<file path="src/rtl/counter_sequencer.sv">
// Control front-end for the two-digit preloadable up/down display counter.
// Debounces the start/stop/direction pushbuttons, runs the IDLE/LOAD/RUN/PAUSE
// sequence, produces a single-cycle count tick in the clk_50MHz domain and
// counts completed wrap-arounds (laps) for status display.
module counter_sequencer #(
   parameter int DEBOUNCE_CYCLES = 4,
   parameter int TICK_DIV        = 3,
   parameter int MAX_PRELOAD     = 59
) (
   input  logic       clk_50MHz,
   input  logic       rst_n,
   input  logic       key_start_n,
   input  logic       key_stop_n,
   input  logic       key_dir_n,
   input  logic [5:0] sw_preload,
   input  logic [5:0] count_value,
   output logic       cnt_load,
   output logic [5:0] cnt_preload,
   output logic       cnt_ena,
   output logic       cnt_tick,
   output logic       cnt_up,
   output logic [7:0] lap_count,
   output logic [1:0] state
);

   localparam logic [1:0] S_IDLE  = 2'd0;
   localparam logic [1:0] S_LOAD  = 2'd1;
   localparam logic [1:0] S_RUN   = 2'd2;
   localparam logic [1:0] S_PAUSE = 2'd3;

   localparam int DB_W  = (DEBOUNCE_CYCLES > 1) ? $clog2(DEBOUNCE_CYCLES) : 1;
   localparam int DIV_W = (TICK_DIV > 1) ? $clog2(TICK_DIV) : 1;

   localparam logic [DB_W-1:0]  DB_LAST     = DB_W'(DEBOUNCE_CYCLES - 1);
   localparam logic [DIV_W-1:0] DIV_LAST    = DIV_W'(TICK_DIV - 1);
   localparam logic [5:0]       PRELOAD_MAX = 6'(MAX_PRELOAD);

   // Key bit order everywhere: [0]=start, [1]=stop, [2]=dir.
   logic [2:0]            key_raw;
   logic [2:0]            sync1_q, sync1_d;
   logic [2:0]            sync2_q, sync2_d;
   logic [2:0]            db_lvl_q, db_lvl_d;
   logic [2:0]            db_prev_q, db_prev_d;
   logic [2:0]            press_q, press_d;
   logic [2:0][DB_W-1:0]  db_cnt_q, db_cnt_d;

   logic [1:0]       state_q, state_d;
   logic [DIV_W-1:0] div_q, div_d;
   logic             cnt_load_q, cnt_load_d;
   logic [5:0]       cnt_preload_q, cnt_preload_d;
   logic             cnt_ena_q, cnt_ena_d;
   logic             cnt_tick_q, cnt_tick_d;
   logic             cnt_up_q, cnt_up_d;
   logic [7:0]       lap_count_q, lap_count_d;

   logic act_start, act_stop, act_dir, lap_hit;

   function automatic logic [5:0] clamp_preload(input logic [5:0] v);
      return (v > PRELOAD_MAX) ? PRELOAD_MAX : v;
   endfunction

   assign key_raw = {key_dir_n, key_stop_n, key_start_n};

   // Key path: two-flop synchronizer, stability counter, press edge detect.
   always_comb begin
      sync1_d   = key_raw;
      sync2_d   = sync1_q;
      db_lvl_d  = db_lvl_q;
      db_cnt_d  = db_cnt_q;
      for (int i = 0; i < 3; i++) begin
         if (sync2_q[i] == db_lvl_q[i]) begin
            db_cnt_d[i] = '0;
         end else if (db_cnt_q[i] == DB_LAST) begin
            db_lvl_d[i] = sync2_q[i];
            db_cnt_d[i] = '0;
         end else begin
            db_cnt_d[i] = db_cnt_q[i] + DB_W'(1);
         end
      end
      // Press fires one cycle after the debounced level falls; releases are silent.
      db_prev_d = db_lvl_q;
      press_d   = db_prev_q & ~db_lvl_q;
   end

   // Sequencer: key priority stop > start > dir, divider, tick and lap counting.
   always_comb begin
      act_stop  = press_q[1];
      act_start = press_q[0] & ~press_q[1];
      act_dir   = press_q[2] & ~press_q[1] & ~press_q[0];

      state_d       = state_q;
      div_d         = div_q;
      cnt_up_d      = cnt_up_q;
      cnt_preload_d = cnt_preload_q;
      lap_count_d   = lap_count_q;

      case (state_q)
         S_IDLE: begin
            if (act_start) state_d = S_LOAD;
         end
         S_LOAD: begin
            state_d = S_RUN;
         end
         S_RUN: begin
            if (act_stop)       state_d = S_IDLE;
            else if (act_start) state_d = S_PAUSE;
            if (act_dir)        cnt_up_d = ~cnt_up_q;
         end
         default: begin
            if (act_stop)       state_d = S_IDLE;
            else if (act_start) state_d = S_RUN;
            if (act_dir)        cnt_up_d = ~cnt_up_q;
         end
      endcase

      // Divider only advances across RUN->RUN edges, so it freezes on the
      // edge into PAUSE and resumes from the same phase.
      if (state_d == S_IDLE || state_d == S_LOAD) begin
         div_d = '0;
      end else if (state_q == S_RUN && state_d == S_RUN) begin
         div_d = (div_q == DIV_LAST) ? '0 : div_q + DIV_W'(1);
      end

      cnt_tick_d = (state_q == S_RUN) && (state_d == S_RUN) && (div_q == DIV_LAST);
      cnt_load_d = (state_d == S_LOAD);
      cnt_ena_d  = (state_d == S_RUN);

      // Lap uses the direction in force during the tick, not a same-cycle toggle.
      lap_hit = (cnt_preload_q == 6'd0) ||
                (cnt_up_q ? (count_value == cnt_preload_q) : (count_value == 6'd0));
      if (cnt_tick_q && lap_hit && lap_count_q != 8'hFF) begin
         lap_count_d = lap_count_q + 8'd1;
      end

      // Preload is captured on entry to LOAD so the counter sees it with cnt_load.
      if (state_d == S_LOAD) begin
         cnt_preload_d = clamp_preload(sw_preload);
         lap_count_d   = 8'd0;
      end
   end

   // State and output registers with synchronous active-low reset.
   always_ff @(posedge clk_50MHz) begin
      if (!rst_n) begin
         sync1_q       <= 3'b111;
         sync2_q       <= 3'b111;
         db_lvl_q      <= 3'b111;
         db_prev_q     <= 3'b111;
         press_q       <= 3'b000;
         db_cnt_q      <= '0;
         state_q       <= S_IDLE;
         div_q         <= '0;
         cnt_load_q    <= 1'b0;
         cnt_preload_q <= 6'd0;
         cnt_ena_q     <= 1'b0;
         cnt_tick_q    <= 1'b0;
         cnt_up_q      <= 1'b1;
         lap_count_q   <= 8'd0;
      end else begin
         sync1_q       <= sync1_d;
         sync2_q       <= sync2_d;
         db_lvl_q      <= db_lvl_d;
         db_prev_q     <= db_prev_d;
         press_q       <= press_d;
         db_cnt_q      <= db_cnt_d;
         state_q       <= state_d;
         div_q         <= div_d;
         cnt_load_q    <= cnt_load_d;
         cnt_preload_q <= cnt_preload_d;
         cnt_ena_q     <= cnt_ena_d;
         cnt_tick_q    <= cnt_tick_d;
         cnt_up_q      <= cnt_up_d;
         lap_count_q   <= lap_count_d;
      end
   end

   assign cnt_load    = cnt_load_q;
   assign cnt_preload = cnt_preload_q;
   assign cnt_ena     = cnt_ena_q;
   assign cnt_tick    = cnt_tick_q;
   assign cnt_up      = cnt_up_q;
   assign lap_count   = lap_count_q;
   assign state       = state_q;

endmodule

</file>
<file path="config.mk">
export PLATFORM = sky130hd
export DESIGN_NAME = counter_sequencer
export DESIGN_NICKNAME = d
export VERILOG_FILES = /design/src/rtl/counter_sequencer.sv
export SDC_FILE = /design/constraint.sdc
export NUM_CORES = 1
export LEC_CHECK = 0
export CORE_MARGIN = 1
export CORE_UTILIZATION = 53
export DETAILED_ROUTE_END_ITERATION = 8
export PLACE_DENSITY = 0.92
export SKIP_CTS_REPAIR_TIMING = 1
export SLEW_MARGIN = 20
export SYNTH_ARGS = -nofsm -noshare
export SYNTH_HDL_FRONTEND = slang
export SYNTH_SLANG_ARGS = --single-unit
</file>
<file path="constraint.sdc">
create_clock -name clk_50MHz -period 5.3 [get_ports clk_50MHz]
set_clock_uncertainty 0.15 [all_clocks]
set_input_delay 0.795 -clock clk_50MHz [delete_from_list [all_inputs] [get_ports clk_50MHz]]
set_output_delay 0.795 -clock clk_50MHz [all_outputs]
set_load 0.02 [all_outputs]
</file>
==> After elaboration in Yosys (flattened, before gate mapping) <==
Cells that the tools add are included.
{ "op_classes": {"magnitude_cmp": 1, "muxes": 9, "n_bitwise": 13, "n_addsub": 5, "reduce_logical": 20, "eq_ne": 13} }
{ "op_table": {"columns": ["cell", "count"], "rows": [
  ["2-bit == test (second input constant)", 6],
  ["6-bit logical NOT", 2],
  ["2-bit 2-to-1 mux", 6],
  ["3-bit OR reduction", 3],
  ["2-bit by 1-bit adder with 2-bit output (second input constant)", 4],
  ["8-bit by 1-bit adder with 8-bit output (second input constant)", 1],
  ["8-bit != test (second input constant)", 1],
  ["1-bit NOT", 8],
  ["2-bit AND reduction", 4],
  ["6-bit == test", 1],
  ["6-bit > comparator (second input constant)", 1],
  ["6-bit 2-to-1 mux", 1],
  ["2-bit one-hot mux with 3 select lines", 1],
  ["2-bit OR reduction", 3],
  ["2-bit by 1-bit == test with 1-bit output (second input constant)", 2],
  ["1-bit logical AND", 4],
  ["2-bit logical NOT", 2],
  ["1-bit bitwise AND", 3],
  ["3-bit bitwise AND", 1],
  ["1-bit == test", 3],
  ["3-bit NOT", 1],
  ["1-bit logical OR", 2],
  ["1-bit 2-to-1 mux", 1]
]} }
{ "word_totals": {"input_bits": 17, "wordCells": 79, "reg_bits": 43, "out_inout_bits": 20} }

==> Logic depth before layout (Yosys ltp) <==
Gate-level depths: netlist of the first run.
{ "depth": {"depth_word": 8, "depth_mapped": 6, "mapped_depth_nobuf": 6} }

==> Worst setup path after synthesis of the first run <==
OpenSTA, ideal clock, no wires.
{ "synth_path": {"path_type": "input port to flip-flop", "startpoint": "in count_value[5]", "endpoint": "reg lap_count_q[4], in the netlist lap_count[4]", "path_buffers": 0, "setup_time_ps": 70, "path_stages": 5, "t_required_ps": 5080, "path_slack_ps": 3105, "arrival_ps": 1976, "path_cell_list": "xor2_1 -> nor4_2 -> a22oi_2 -> or4_1 -> a21oi_1"} }
{ "synth_via": {"elab_chain_cells": 5, "word_cells_on_any_way": 6, "cone_classes": "eq/ne (1); mux (1); reduce/logical (4)"} }
{ "synth_lines": {"columns": ["item", "line", "source"], "rows": [
  ["from (decl)", "16", "input logic [5:0] count_value,"],
  ["6-bit == test / 6-bit logical NOT (equally long branches)", "130", "(cnt_up_q ? (count_value == cnt_preload_q) : (count_value == 6'd0));"],
  ["1-bit 2-to-1 mux *", "130", null],
  ["1-bit logical OR *", "129", "lap_hit = (cnt_preload_q == 6'd0) ||"],
  ["1-bit logical AND * (2 in series)", "131", "if (cnt_tick_q && lap_hit && lap_count_q != 8'hFF) begin"],
  ["to (signal assigned)", "173", "lap_count_q <= lap_count_d;"],
  ["to (decl)", "54", "logic [7:0] lap_count_q, lap_count_d;"]
]} }
Mark *: on every way between the ends. The rest lies on a longest branch, timed or not.
A chain may end at the register's enable or synchronous reset.

==> Final worst setup path of the first run <==
Ends and elaborated chain as after synthesis.

==> results of run 1 <==
==> critical path: stages <==
cell	delay, ps
sky130_fd_sc_hd__clkdlybuf4s50_1	430
sky130_fd_sc_hd__xor2_1	170
sky130_fd_sc_hd__nor4_2	310
sky130_fd_sc_hd__a22oi_2	230
sky130_fd_sc_hd__or4_1	550
sky130_fd_sc_hd__a21oi_1	140
==> kinds of logic after synthesis <==
kind of cell	count (synthesis)	synth area share
AOI/OAI and AO/OA	25	0.0996
xor gates and xnor gates	10	0.0498
adders and majority gates	4	0.0285
buffers and inverters	12	0.0391
DFF	43	0.489
muxes	7	0.0405
and+or+nand+nor	72	0.253
==> report_power, final <==
| group | internal [uW] | switching [uW] | leakage (uW) | total, uW |
|---|---|---|---|---|
| Clock | 47.3 | 93.2 | 0.0000242 | 141 |
| Sequential | 326 | 1.13 | 0.000348 | 327 |
| Combinational | 15.5 | 9.28 | 0.000432 | 24.8 |
| Total | 389 | 104 | 0.000804 | 492 |
==> flip-flops by register name, indices dropped and copies added, names as in the netlist, 2 cells and up <==
register     cells
sync2_q          3
lap_count        8
db_prev_q        3
state            2
db_cnt_q         6
sync1_q          3
div_q            2
press_q          3
db_lvl_q         3
cnt_preload      6
==> routing by layer <==
metal	wire length (microns)	GRT usage
met1	1540	0.265
met2	1790	0.379
met3	130	0.0655
met4	53	0.0831
met5	0	0
==> cell type report <==
type / count / share of cell area
Multi-Input combinational cell: 118 / 0.384
Inverter: 6 / 0.0104
Clock buffer: 6 / 0.0190
Tap cell: 44 / 0.0253
Sequential cell: 43 / 0.396
Timing Repair Buffer: 36 / 0.166
==> worst paths after layout <==
path / cells past startpoint / end / from
worst min register to register: 1 / sync2_q[2]$_SDFF_PN1_ / sync1_q[2]$_SDFF_PN1_
worst min-delay path: 1 / sync2_q[2]$_SDFF_PN1_ / sync1_q[2]$_SDFF_PN1_
worst max-delay path: 6 / lap_count[4]$_SDFFE_PP0P_ / count_value[5]
worst max register to register: 4 / lap_count[2]$_SDFFE_PP0P_ / press_q[0]$_SDFF_PN0_
==> Yosys cell counts, types with 2 or more instances <==
master,number
sky130_fd_sc_hd__a21oi_1,8
sky130_fd_sc_hd__and4b_1,3
sky130_fd_sc_hd__clkbuf_1,3
sky130_fd_sc_hd__clkbuf_8,2
sky130_fd_sc_hd__dfxtp_1,43
sky130_fd_sc_hd__ha_1,4
sky130_fd_sc_hd__inv_1,6
sky130_fd_sc_hd__mux2i_1,6
sky130_fd_sc_hd__nand2_1,12
sky130_fd_sc_hd__nand2b_1,10
sky130_fd_sc_hd__nand3_1,5
sky130_fd_sc_hd__nand4_1,2
sky130_fd_sc_hd__nor2_1,8
sky130_fd_sc_hd__nor2b_1,6
sky130_fd_sc_hd__nor3_1,3
sky130_fd_sc_hd__nor3b_1,3
sky130_fd_sc_hd__nor4_1,3
sky130_fd_sc_hd__nor4bb_1,4
sky130_fd_sc_hd__o21ai_0,4
sky130_fd_sc_hd__o221a_2,2
sky130_fd_sc_hd__o31ai_1,3
sky130_fd_sc_hd__o41ai_1,2
sky130_fd_sc_hd__or3_1,3
sky130_fd_sc_hd__or4_1,3
sky130_fd_sc_hd__xor2_1,9
==> per-stage QoR <==
step | setup WS, ps | total power, uW | utilization | hold slack, ps
final | 2800 | 492 | 0.701 | 268
after detailed placement | 2460 | 359 | 0.688 | 246
after CTS | 2810 | 497 | 0.701 | 273
after global routing | 2710 | 515 | 0.701 | 282
after global placement | 2530 | 358 | 0.688 | 240
after floorplan | 3100 | 344 | - | 236
==> summary.md, run 1 <==
| Metric | Value |
|---|---|
| Outcome | finished, final reports clean |
| #FFs+latches synth | 43 |
| Total routing usage reported by global routing | 0.223 |
| Class of the worst hold path | flop to flop |
| Final critical-path required period | 2500 ps |
| Dominant synthesized flop cell | sky130_fd_sc_hd__dfxtp_1 |
| Most frequent cells in the layout | 43 x sky130_fd_sc_hd__dfxtp_1, 36 x sky130_fd_sc_hd__clkdlybuf4s50_1, 12 x sky130_fd_sc_hd__nand2_1 |
| Starting density of the core | 0.567 |
| Overall die height | between 50 and 60 microns |
| Largest fanout of any net on the critical path | 16 |
| Worst relative slew slack | 0.305 |
| Sequential-to-total area share from yosys stat | 0.489 |
| Peak supply drop | 0.000189 V |
| Area of the placeable core | just over 0.003 sq mm |
| Number of max-cap violations | 0 |
| Netlist Area Pre-Place | about 0.0018 sq mm |
| Count of distinct cell types in the synthesized netlist | 41 |
| Leakage power summed over all cells | roughly 0.0008 uW |
| Number of setup violations in the final report | 0 |
| Via count | around 1400 |
| Post-placement cell count | about 250 |
| Top cells by area, synth | sky130_fd_sc_hd__dfxtp_1 49%, sky130_fd_sc_hd__xor2_1 4.5%, sky130_fd_sc_hd__nand2b_1 3.6% |
| Setup TNS | 0 ps |
| Number of inserted filler cells in the final layout | between 200 and 300 |
| Crit path launch type | input port |
| Number of antenna repair diodes | 0 |
| FF-to-FF setup slack | between 3000 and 4000 ps |
| Most common cell after layout, fill and taps aside | sky130_fd_sc_hd__dfxtp_1 |
| 1st-iter DRT viols | 63 |
| Number of enable-type register cells in the synthesized netlist | 0 |
| I/O Pins | 37 |
| Global-route wire length before repair | between 5000 and 6000 microns |
| Final-stage net count | 231 |
| Critical path type | input port to flop |
| Area of combinational cells with multiple inputs | 836 sq um |
| Number of iterations in the first detailed-routing pass | 4 |
| Post-route DRC violation count | 0 |
| Cell at the root of the clock tree | sky130_fd_sc_hd__clkbuf_4 |
| Synthesized area per cell | ~10 sq um |
| Post-synth net total | 194 |
| Cell count after synthesis | between 150 and 200 |
| Aggregate routed wire length | between 3000 and 4000 microns |
| Highest Clock Rate | between 0.3 and 0.4 GHz |
| Largest net degree at the start of global routing | 33 |
| Horizontal extent of the die | slightly below 60 microns |
| Post-Layout Cell Count | approximately 250 |
| Clk Latency, worst-skew pair | around 340 ps |
| CP Data Arrival Time | approximately 2600 ps |
| HPWL after detailed placement | between 2000 and 3000 microns |
| Residual antenna-violating net count after detailed routing | 0 |
| Number of placement rows | 20 |
| Fin area | around 0.0022 sq mm |
| Detail-routed via count per cell | between 5 and 6 |
| CP required | approximately 5400 ps |
| Pwr Density | 226 mW/mm^2 |
| Hold violation total from the final report | 0 |
| CTS tree | done |
| Slew Limit Fails | 0 |
| Maximum clock insertion buffer count | 2 |
| Vias in the first global route | approximately 1400 |
| Ratio of final minimum period to clock period | 0.472 |
| Area share of the leading cell type in the synthesized netlist | 0.489 |
| # clock sinks | 43 |
| Wire length per cell | ~14 microns |
| Area overhead of the layout relative to synthesis | 23.7% |
| Number of port buffers | 36 |
| Post-synthesis async set-or-reset flop share | 0 |
| Warnings, synthesis | 0 |
| Overflow left after global routing | 0 |
| Die area | ~0.0036 sq mm |
| Share of post-route cells with drive strength above 1 | 0.0670 |
| Antenna violations before repair | 0 |
| Placed cell area | between 0.002 and 0.0025 sq mm |
| RSZ-0062 raised after global routing | no |
| TritonCTS Buffers | 5 |
| Clock transition at the registers of the reported paths | roughly 110 ps |
| Worst-Margin Slew | between 1000 and 1500 ps |
| Kind of capture point of the worst setup path | flop |
| Number of H-tree branching levels | 2 |
| Final RePlAce weighted congestion | approximately 0.83 |
| Post-synth top area cell | sky130_fd_sc_hd__dfxtp_1 |
| Sequential standard cell area | ~860 sq um |
No activity file was read; power rests on OpenSTA's default activity.
==> run 2, diff against run 1 <==
CORE_UTILIZATION = 45   (was 53)
PLACE_DENSITY = 0.84   (was 0.92)
clock period = 2.1 ns   (was 5.3 ns; I/O delays follow)
==> summary.md, run 2 (synthesis gave the netlist of run 1 again) <==
| Metric | Value |
|---|---|
| Via count | 1364 (-2.0%) |
| R2R Path End | lap_count[0]$_SDFFE_PP0P_ |
| Final critical-path required period | about 2000 ps |
| Clock transition at the registers of the reported paths | 80 ps (-30 ps) |
| Critical path cell sequence | clkdlybuf4s50_1 -> xor2_1 -> nor4_2 -> a22oi_2 -> buf_4 -> or3_1 -> a21oi_1 |
| Slew Limit Fails | 0 (unchanged) |
| Reg2reg start | cnt_preload[0]$_SDFFE_PN0P_ |
| Worst-case hold path end point | press_q[0]$_SDFF_PN0_ |
| Top delay family on crit path | simple AND/OR/NAND/NOR gates |
| Most common cell after layout, fill and taps aside | sky130_fd_sc_hd__dfxtp_1 |
| I/O Pins | 37 (unchanged) |
| Number of setup violations in the final report | 0 (unchanged) |
| Number of H-tree branching levels | 2 (unchanged) |
| Peak supply drop | 0.000337 V (+78%) |
| R2r worst-path depth | 6 (+2) |
| Number of max-cap violations | 0 (unchanged) |
| Leakage power summed over all cells | 0.000845 uW (+5.1%) |
| Area overhead of the layout relative to synthesis | 29.2% |
| Post-layout utilization of the core | 0.611 (-0.0898) |
| Detail-routed via count per cell | 5.21 (-5.4%) |
| Number of placement rows | 22 (+10%) |
| Placed cell area | 0.00216 sq mm (+1.3%) |
| Starting density of the core | 0.473 (-0.0935) |
| Global-route wire length before repair | 5130 microns (-12%) |
| Hold violation total from the final report | 0 (unchanged) |
| Post-route DRC violation count | 0 (unchanged) |
| CTS tree | done |
| CP required | 2180 ps (-3250 ps) |
| Antenna violations before repair | 0 (unchanged) |
| Critical path type | input port to flop |
| WP buf/inv | 2 (+1) |
| Aggregate routed wire length | 3090 microns (-12%) |
| 1st-iter DRT viols | 68 (+7.9%) |
| Number of flip-flops in the largest register | 8 (unchanged) |
| Hold Path Cell Cnt | 2 (+1) |
| Overall die height | 64.5 microns (+8.2%) |
| Wire length per cell | 11.8 microns (-15%) |
| Class of the worst hold path | flop to flop |
| Number of port buffers | 36 (unchanged) |
| TritonCTS Buffers | 5 (unchanged) |
| Longest individual stage delay on the worst path | 450 ps (-100 ps) |
| Worst-Margin Slew | 574 ps (-466 ps) |
| Die area | 0.00416 sq mm (+17%) |
| Final hold slack | 260 ps (-7.87 ps) |
| Kind of capture point of the worst setup path | flop |
| CP Data Arrival Time | 2080 ps (-550 ps) |
| Residual antenna-violating net count after detailed routing | 0 (unchanged) |
| HPWL after detailed placement | 2230 microns (-13%) |
| Number of antenna repair diodes | 0 (unchanged) |
| Total routing usage reported by global routing | 0.162 (-0.0610) |
| Vias in the first global route | 1220 (-10%) |
| # clock sinks | 43 (unchanged) |
| Ratio of final minimum period to clock period | 0.950 |
| FF-to-FF setup slack | 210 ps (-3010 ps) |
| Area of the placeable core | 0.00372 sq mm (+20%) |
| Hold_sp | db_prev_q[0]$_SDFF_PN1_ |
| Worst relative slew slack | 0.616 (+0.311) |
| Maximum clock insertion buffer count | 2 (unchanged) |
| CP max stage cell | sky130_fd_sc_hd__clkdlybuf4s50_1 |
| Pwr Density | 643 mW/mm^2 (+180%) |
| Highest Clock Rate | ~0.5 GHz |
| Share of post-route cells with drive strength above 1 | 0.0981 (+0.0311) |
| Largest fanout of any net on the critical path | 9 (-7) |
| Horizontal extent of the die | 64.5 microns (+8.2%) |
| Fin area | 0.00227 sq mm (+4.4%) |
| Final RePlAce weighted congestion | 0.728 (-12%) |
| Crit path launch type | input port |
| Final-stage net count | 234 (+1.3%) |
| Cell at the root of the clock tree | sky130_fd_sc_hd__clkbuf_8 |
| Most frequent cells in the layout | 43 x sky130_fd_sc_hd__dfxtp_1, 36 x sky130_fd_sc_hd__clkdlybuf4s50_1, 12 x sky130_fd_sc_hd__nand2_1 |
| Outcome | finished, final reports clean |
| Number of iterations in the first detailed-routing pass | 4 (unchanged) |
| RSZ-0062 raised after global routing | no |
| Overflow left after global routing | 0 (unchanged) |
| Clk Latency, worst-skew pair | 300 ps (-40 ps) |
| Number of cells on the critical path | 7 (+1) |
| Largest net degree at the start of global routing | 31 (-6.1%) |
==> run 2: area by class of cell <==
type / instances / area [sq um]
well taps: 48 / 60.1
inverters: 6 / 22.5
multi-input cells: 118 / 842
flip-flops and latches: 43 / 861
clock buffers: 7 / 96.3
clock inverters: 1 / 7.51
repair buffers: 39 / 383
fillers: 317 / 1440
==> run 2: power by group <==
group / switching, uW / internal, uW / total, uW
registers: 2.93 / 822 / 825
clock network: 271 / 299 / 570
logic: 25.7 / 40.3 / 66.0
==> run 2: worst max path at each step <==
stage / from / end / slack [ps]
floorplan: cnt_preload[5]$_SDFFE_PN0P_ / lap_count[4]$_SDFFE_PP0P_ / 260
global placement: count_value[5] / lap_count[0]$_SDFFE_PP0P_ / -150
detailed placement: count_value[5] / lap_count[0]$_SDFFE_PP0P_ / -190
CTS: count_value[5] / lap_count[0]$_SDFFE_PP0P_ / 130
global route: count_value[3] / lap_count[0]$_SDFFE_PP0P_ / 20
finish: count_value[5] / lap_count[0]$_SDFFE_PP0P_ / 100
==> run 2: metal layers <==
| metal | vias to the layer above | share of wire | GRT usage |
|---|---|---|---|
| met4 | 0 | 0.021 | 0.100 |
| met3 | 6 | 0.040 | 0.0423 |
| li1 | 700 | - | - |
| met1 | 628 | 0.45 | 0.168 |
| met2 | 30 | 0.49 | 0.288 |
| met5 | - | 0 | 0 |
==> run 2: tightest hold or removal path, cell delays in order, from the launching register on <==
cell                      delay, ps
sky130_fd_sc_hd__dfxtp_1        300
sky130_fd_sc_hd__inv_1           40
sky130_fd_sc_hd__nor2_1          30
==> run 2: through the flow <==
stage,setup slack (ps),power (uW),instances,setup TNS (ps)
2_1_floorplan,256,868,173,0
3_3_place_gp,-145,907,254,-555
3_5_place_dp,-186,909,254,-788
4_1_cts,135,1480,262,0
5_1_grt,23.6,1510,262,0
6_report,104,1460,262,0
==> run 3, diff against run 2 <==
TNS_END_PERCENT = 10   (was unset)
==> results of run 3 <==
Same layout as run 2: the final DEF is identical, and so are final timing and power.
